## src/rtl/gauss_noise_scaler.sv

```systemverilog
// -----------------------------------------------------------------------------
// gauss_noise_scaler
//
// Purpose:
//   Consumes one signed fixed-point N(0,1) sample per cycle from the gaussian
//   RNG and multiplies it by a programmable amplitude sigma. The product is
//   rounded half up, saturated and buffered in a first-word-fall-through FIFO.
//   A valid/ready handshake feeds the LBM fluctuating-collision stage.
//   The FIFO lets the free-running generator keep going while the collision
//   pipeline stalls. Samples that arrive while the FIFO is full are dropped
//   and counted.
//
// Optional feature:
//   NOISE_STATS_EN - when defined, a running signed sum and a count of written
//                    samples are built. When undefined, o_stat_sum and
//                    o_stat_count are tied to 0.
//
// Ports:
//   i_clk           clock, rising edge
//   i_rst           asynchronous reset, active high
//   i_enable        intake enable; accept = i_enable & i_sample_valid
//   i_sample_in     signed gaussian sample, Q(DW-FB).FB
//   i_sample_valid  i_sample_in valid this cycle
//   i_sigma_in      new amplitude, signed Q(DW-FB).FB, non-negative by use
//   i_sigma_load    capture i_sigma_in
//   o_noise_out     FIFO head (scaled sample); 0 while empty
//   o_noise_valid   FIFO non-empty
//   i_noise_ready   consumer pop; pop = o_noise_valid & i_noise_ready
//   o_fill_level    entries held (0..DEPTH)
//   o_drop_count    samples lost to a full FIFO, saturating
//   o_stat_sum      signed sum of written samples (NOISE_STATS_EN)
//   o_stat_count    count of written samples (NOISE_STATS_EN)
// -----------------------------------------------------------------------------
module gauss_noise_scaler #(
  parameter int                      DATA_WIDTH      = 32,
  parameter int                      FRACTIONAL_BITS = 24,
  parameter int                      DEPTH           = 16,
  parameter logic [DATA_WIDTH-1:0]   SIGMA_RESET     = 32'h0100_0000
) (
  input  logic                          i_clk,
  input  logic                          i_rst,
  input  logic                          i_enable,
  input  logic [DATA_WIDTH-1:0]         i_sample_in,
  input  logic                          i_sample_valid,
  input  logic [DATA_WIDTH-1:0]         i_sigma_in,
  input  logic                          i_sigma_load,
  output logic [DATA_WIDTH-1:0]         o_noise_out,
  output logic                          o_noise_valid,
  input  logic                          i_noise_ready,
  output logic [$clog2(DEPTH):0]        o_fill_level,
  output logic [15:0]                   o_drop_count,
  output logic [47:0]                   o_stat_sum,
  output logic [31:0]                   o_stat_count
);

  localparam int AW = $clog2(DEPTH);
  localparam int CW = AW + 1;
  localparam int PW = 2 * DATA_WIDTH;
  localparam int SW = 48;

  localparam logic [CW-1:0] FULL_LVL = CW'(DEPTH);

  // Rounding bias 2^(FB-1) and saturation limits, all one bit wider than
  // the product so the bias add can never wrap.
  localparam logic signed [PW:0] RND_BIAS =
    {{(PW-FRACTIONAL_BITS+1){1'b0}}, 1'b1, {(FRACTIONAL_BITS-1){1'b0}}};
  localparam logic signed [PW:0] SAT_MAX =
    {{(PW-DATA_WIDTH+2){1'b0}}, {(DATA_WIDTH-1){1'b1}}};
  localparam logic signed [PW:0] SAT_MIN =
    {{(PW-DATA_WIDTH+2){1'b1}}, {(DATA_WIDTH-1){1'b0}}};

  // Round half up (toward +inf on ties), drop FB fractional bits, clamp to
  // the output range.
  function automatic logic [DATA_WIDTH-1:0] round_sat(input logic signed [PW-1:0] prod);
    logic signed [PW:0] ext;
    logic signed [PW:0] rnd;
    logic signed [PW:0] shf;
    ext = {prod[PW-1], prod};
    rnd = ext + RND_BIAS;
    shf = rnd >>> FRACTIONAL_BITS;
    if (shf > SAT_MAX) begin
      round_sat = {1'b0, {(DATA_WIDTH-1){1'b1}}};
    end else if (shf < SAT_MIN) begin
      round_sat = {1'b1, {(DATA_WIDTH-1){1'b0}}};
    end else begin
      round_sat = shf[DATA_WIDTH-1:0];
    end
  endfunction

  // ---------------------------------------------------------------------------
  // Registers
  // ---------------------------------------------------------------------------
  logic [DATA_WIDTH-1:0]        r_sigma;
  logic signed [PW-1:0]         r_prod;
  logic                         r_s1_valid;
  logic [DATA_WIDTH-1:0]        r_mem [DEPTH];
  logic [AW-1:0]                r_wr_ptr;
  logic [AW-1:0]                r_rd_ptr;
  logic [CW-1:0]                r_count;
  logic [DATA_WIDTH-1:0]        r_noise_out;
  logic                         r_noise_valid;
  logic [15:0]                  r_drop_count;

  // ---------------------------------------------------------------------------
  // Combinational nets
  // ---------------------------------------------------------------------------
  logic                         w_accept;
  logic signed [PW-1:0]         w_sample_ext;
  logic signed [PW-1:0]         w_sigma_ext;
  logic [DATA_WIDTH-1:0]        w_wdata;
  logic                         w_pop;
  logic                         w_full;
  logic                         w_push;
  logic                         w_drop;
  logic [CW-1:0]                w_count_after_pop;
  logic [CW-1:0]                w_count_nxt;
  logic [AW-1:0]                w_rd_nxt;
  logic [DATA_WIDTH-1:0]        w_head_nxt;

  assign w_accept     = i_enable & i_sample_valid;
  assign w_sample_ext = {{DATA_WIDTH{i_sample_in[DATA_WIDTH-1]}}, i_sample_in};
  assign w_sigma_ext  = {{DATA_WIDTH{r_sigma[DATA_WIDTH-1]}}, r_sigma};
  assign w_wdata      = round_sat(r_prod);

  // A push into a full FIFO is still legal when the head leaves on the same edge.
  assign w_pop  = r_noise_valid & i_noise_ready;
  assign w_full = (r_count == FULL_LVL);
  assign w_push = r_s1_valid & (~w_full | w_pop);
  assign w_drop = r_s1_valid & ~w_push;

  assign w_count_after_pop = r_count - {{AW{1'b0}}, w_pop};
  assign w_rd_nxt          = w_pop ? (r_rd_ptr + {{(AW-1){1'b0}}, 1'b1}) : r_rd_ptr;

  // Next occupancy from the push/pop pair.
  always_comb begin
    w_count_nxt = r_count;
    case ({w_push, w_pop})
      2'b10:   w_count_nxt = r_count + {{AW{1'b0}}, 1'b1};
      2'b01:   w_count_nxt = r_count - {{AW{1'b0}}, 1'b1};
      default: w_count_nxt = r_count;
    endcase
  end

  // Next head value, so that o_noise_out can be a plain register. The new
  // head is the word being written only when nothing older survives the pop.
  always_comb begin
    w_head_nxt = {DATA_WIDTH{1'b0}};
    if (w_count_nxt == {CW{1'b0}}) begin
      w_head_nxt = {DATA_WIDTH{1'b0}};
    end else if (w_push && (w_count_after_pop == {CW{1'b0}})) begin
      w_head_nxt = w_wdata;
    end else begin
      w_head_nxt = r_mem[w_rd_nxt];
    end
  end

  // ---------------------------------------------------------------------------
  // Sequential logic
  // ---------------------------------------------------------------------------

  // Amplitude register.
  always_ff @(posedge i_clk or posedge i_rst) begin
    if (i_rst) begin
      r_sigma <= SIGMA_RESET;
    end else if (i_sigma_load) begin
      r_sigma <= i_sigma_in;
    end
  end

  // Multiply stage; sigma as it stood before this edge is used.
  always_ff @(posedge i_clk or posedge i_rst) begin
    if (i_rst) begin
      r_prod     <= {PW{1'b0}};
      r_s1_valid <= 1'b0;
    end else begin
      r_s1_valid <= w_accept;
      if (w_accept) begin
        r_prod <= w_sample_ext * w_sigma_ext;
      end
    end
  end

  // FIFO storage and pointers; pointers wrap naturally since DEPTH is 2^AW.
  always_ff @(posedge i_clk or posedge i_rst) begin
    if (i_rst) begin
      for (int i = 0; i < DEPTH; i++) begin
        r_mem[i] <= {DATA_WIDTH{1'b0}};
      end
      r_wr_ptr <= {AW{1'b0}};
      r_rd_ptr <= {AW{1'b0}};
      r_count  <= {CW{1'b0}};
    end else begin
      if (w_push) begin
        r_mem[r_wr_ptr] <= w_wdata;
        r_wr_ptr        <= r_wr_ptr + {{(AW-1){1'b0}}, 1'b1};
      end
      r_rd_ptr <= w_rd_nxt;
      r_count  <= w_count_nxt;
    end
  end

  // Registered head and valid flag.
  always_ff @(posedge i_clk or posedge i_rst) begin
    if (i_rst) begin
      r_noise_out   <= {DATA_WIDTH{1'b0}};
      r_noise_valid <= 1'b0;
    end else begin
      r_noise_out   <= w_head_nxt;
      r_noise_valid <= (w_count_nxt != {CW{1'b0}});
    end
  end

  // Saturating count of samples lost to a full FIFO.
  always_ff @(posedge i_clk or posedge i_rst) begin
    if (i_rst) begin
      r_drop_count <= 16'h0000;
    end else if (w_drop && (r_drop_count != 16'hFFFF)) begin
      r_drop_count <= r_drop_count + 16'h0001;
    end
  end

  assign o_noise_out   = r_noise_out;
  assign o_noise_valid = r_noise_valid;
  assign o_fill_level  = r_count;
  assign o_drop_count  = r_drop_count;

`ifdef NOISE_STATS_EN
  logic [SW-1:0] r_stat_sum;
  logic [31:0]   r_stat_count;

  // Running statistics over written samples only; the sum wraps and the
  // count saturates.
  always_ff @(posedge i_clk or posedge i_rst) begin
    if (i_rst) begin
      r_stat_sum   <= {SW{1'b0}};
      r_stat_count <= 32'h0000_0000;
    end else if (w_push) begin
      r_stat_sum <= r_stat_sum + {{(SW-DATA_WIDTH){w_wdata[DATA_WIDTH-1]}}, w_wdata};
      if (r_stat_count != 32'hFFFF_FFFF) begin
        r_stat_count <= r_stat_count + 32'h0000_0001;
      end
    end
  end

  assign o_stat_sum   = r_stat_sum;
  assign o_stat_count = r_stat_count;
`else
  assign o_stat_sum   = 48'h0000_0000_0000;
  assign o_stat_count = 32'h0000_0000;
`endif

endmodule

```

## config.mk

```make
export PLATFORM = sky130hd
export DESIGN_NAME = gauss_noise_scaler
export DESIGN_NICKNAME = d
export VERILOG_FILES = /design/src/rtl/gauss_noise_scaler.sv
export SDC_FILE = /design/constraint.sdc
export NUM_CORES = 2
export LEC_CHECK = 0
export ABC_AREA = 1
export CORE_MARGIN = 5
export CORE_UTILIZATION = 51
export CTS_CLUSTER_SIZE = 24
export DETAILED_ROUTE_END_ITERATION = 8
export DONT_BUFFER_PORTS = 1
export MAX_ROUTING_LAYER = met4
export PLACE_DENSITY_LB_ADDON = 0.15
export REMOVE_ABC_BUFFERS = 1
export SETUP_SLACK_MARGIN = 0.5
export SLEW_MARGIN = 5
export SYNTH_ARGS = -nofsm -noshare
export SYNTH_HDL_FRONTEND = slang
export SYNTH_SLANG_ARGS = --single-unit
```

## constraint.sdc

```tcl
create_clock -name i_clk -period 34.5 [get_ports i_clk]
set_clock_uncertainty 0.1 [all_clocks]
set_input_delay 8.625 -clock i_clk [delete_from_list [all_inputs] [get_ports i_clk]]
set_output_delay 8.625 -clock i_clk [all_outputs]
set_load 0.01 [all_outputs]
```

==> impl_metrics.toml <==
[setup_path]
critPathTopFamily = "adder cells"
startpoint_type = "input pin"
required_ns = 34.97
slowest_delay_ns = 1.05
ff2ff_setup_slack_ns = 26.07
endpoint_kind = "flop"
r2r-start = "r_sigma[5]"
timing.reg2reg.worst_path_depth = 29
critPathMaxFanout = 32
worstSetupPathType = "input pin to flop"
critPathMostFrequentCell = "sky130_fd_sc_hd__fa_1"
rr_endpoint = "r_prod[53]"
arrival_ns = 16.10
cp.buffers_inverters = 7
crit_path_top_delay_cell = "sky130_fd_sc_hd__fa_1"

[hold_path]
hold_wc_startpoint = "r_mem[2]"
min_to = "r_mem[2]"
min_delay_path_depth = 2
worst_hold_check_path_type = "flop to flop"

[logic_synthesis]
netlist_area_sq_um = 69900
synth-xor-area-share_pct = 0.977
synth_seq_cells = 648
synth_compound_gate_area_share_pct = 2.16
netlist_top_cells_area = "sky130_fd_sc_hd__fa_1, sky130_fd_sc_hd__dfrtp_1, sky130_fd_sc_hd__nand2_1"
synthArstFlopShare_pct = 100
synth_seq_area_share_pct = 23.2
synthDominantCellAreaShare_pct = 31.0
synth.avg_cell_area_sq_um = 7.71
synth.area.mux_share_pct = 0.483
synthMostInstantiatedCell = "sky130_fd_sc_hd__nand2_1"
post_synth_and_or_nand_nor_area_fraction_pct = 25.6
synth_warnings = 0
distinct_cells_synth = 46
synth_enable_flop_cells = 0
synth_top_family_by_area = "adder cells"
synthTopCellsByCount = "sky130_fd_sc_hd__nand2_1, sky130_fd_sc_hd__inv_1, sky130_fd_sc_hd__fa_1"
synthesis.instances = 9072
synth_flop_cell = "sky130_fd_sc_hd__dfrtp_1"
yosys.area.top_type = "sky130_fd_sc_hd__fa_1"
yosys.area_share.adder_pct = 34.4

[sta]
sum_of_negative_setup_slack_ns = 0
setup-violations-final = 0
worst_margin_slew_ns = 1.09
period_minus_slack_ns = 15.63
top_achievable_clock_speed_mhz = 64.0
grt_setup_unrepaired = "false"
slew_headroom_pct = 27.2
final_hold_viol_count = 0
final_max_slew_viols = 0
fin_crit_sh_pct = 45.3

[placed_design]
buffer_ports.inserted = 0
detailed_place_hpwl_um = 151000
place_congestion = 0.978

[cells_and_area]
filler_cell_count = 12990
multiInputGateArea_sq_um = 45000
area.growth.synth_to_final_pct = 4.66
final_nets = 10099
layout-drive-gt1-share_pct = 3.75
final-seq-area_sq_um = 16200

[clock_tree]
post_cts_clock_slew_at_the_launch_and_capture_registers_of_the_worst_setup_and_hold_paths_ns = 0.05
postCtsResizedCells = 0
htreeDepth = 3
clk_latency_ns = 0.69
cts-root-buf = "sky130_fd_sc_hd__clkbuf_16"
numCtsBuffers = 76
cts_tree = "done"
cts_setup_buffers = 0
post_cts_hold_buffer_count = 0
ctsLongestPathBuffers = 3
cts_sinks = 648

[global_routing]
grt_first_pass_wirelength_um = 341000
grt_start_max_net_pins = 167
gr-total-overflow = 0
aggregate_global_route_resource_usage_pct = 30.9
initial_antenna_violation_count = 2
grt_pass1_vias = 58520

[floorplan]
die_y_um = 380
num_rows = 135
core_area_sq_um = 136000
design.portCount = 204
initial_core_utilization_pct = 51.5
fp.dieArea_sq_um = 145000
die_width_um = 380

[drt]
drt-initial-drc-count = 5314
route.vias.total = 56518
drt-vias-per-instance = 5.33
drc_errors = 0
route.detailed.wl_per_inst_um = 20.2
detail_route.first_pass.iterations = 6
drtAntennaViolNets = 0
postRouteWirelength_um = 214000

[flow_run]
maxCapViolCount = 0

[run_status]
status = "completed"
## cell type report
type | instances | share of cell area (%)
clock buffer | 111 | 3.04
clock inverter | 28 | 0.461
sequential | 648 | 22.2
multi-input combinational | 6208 | 61.5
antenna | 2 | 0.00684
timing repair buffer | 89 | 0.930
inverter | 1732 | 8.90
tap | 1781 | 3.04
## worst register-to-register path: cells and delay by family (launching register included)
| family | cells | cell delay [ns] |
|---|---|---|
| compound gates | 1 | 0.18 |
| fa+ha+maj | 9 | 4.79 |
| buf+inv | 10 | 1.67 |
| flops | 1 | 0.32 |
| simple gates | 9 | 1.26 |
## state kept, by name, indices dropped and copies added, names as in the netlist
register,cells
o_drop_count,16
r_s1_valid,1
o_fill_level,5
r_wr_ptr,4
o_noise_out,32
r_rd_ptr,4
o_noise_valid,1
r_prod,41
r_mem,512
r_sigma,32
## cell usage in the layout (no fill, tap or decap), drive strengths merged, types with 80 or more instances in the layout
cell	n
nand2	3508
inv	1736
o21ai	97
fa	1082
dfrtp	647
a21oi	127
clkbuf	111
conb	80
nor2	311
ha	192
nand3	565
buf	89
## per-stage QoR
| stage | setup slack, ns | cell area [sq um] | hold WS, ns | instances | utilization, % |
|---|---|---|---|---|---|
| floorplan | 7.62 | 67500 | 0.349 | 8588 | - |
| global placement | 18.27 | 70600 | 0.361 | 10458 | 52.0 |
| detailed placement | 18.17 | 70600 | 0.365 | 10458 | 52.0 |
| CTS | 18.90 | 73200 | 0.381 | 10597 | 53.9 |
| global route | 18.39 | 73200 | 0.390 | 10599 | 53.9 |
| finish | 18.87 | 73200 | 0.376 | 10599 | 53.9 |
## metal layers
layer,GRT usage [%],part of all wire [%],vias to the layer above
met5,-,0,-
met4,7.99,2.8,0
met3,4.51,8.1,351
met2,48.2,46,2313
met1,42.9,43,28265
li1,-,-,25589
## how the worst max path moves through the flow
stage                            endpoint  cells past startpoint             from  slack (ns)
after floorplan           o_drop_count[0]                      1            i_rst        7.62
after global placement         r_prod[62]                     26  i_sample_in[31]       18.27
after detailed placement       r_prod[53]                     26  i_sample_in[31]       18.17
after CTS                      r_prod[53]                     26  i_sample_in[31]       18.90
after global routing           r_prod[53]                     28  i_sample_in[31]       18.39
final                          r_prod[53]                     26  i_sample_in[31]       18.87
## cells by family after synthesis
family	count (synthesis)
AND/OR/NAND/NOR	4468
buffers and inverters	2295
adder cells (fa/ha/maj)	1274
flip-flops	648
AO/OA/AOI/OAI	278
XOR/XNOR	78
multiplexers	30
other	1
Power is left out: the tool's default activity adds up to more than one toggle a clock period on the data nets, which glitch-free logic cannot reach.
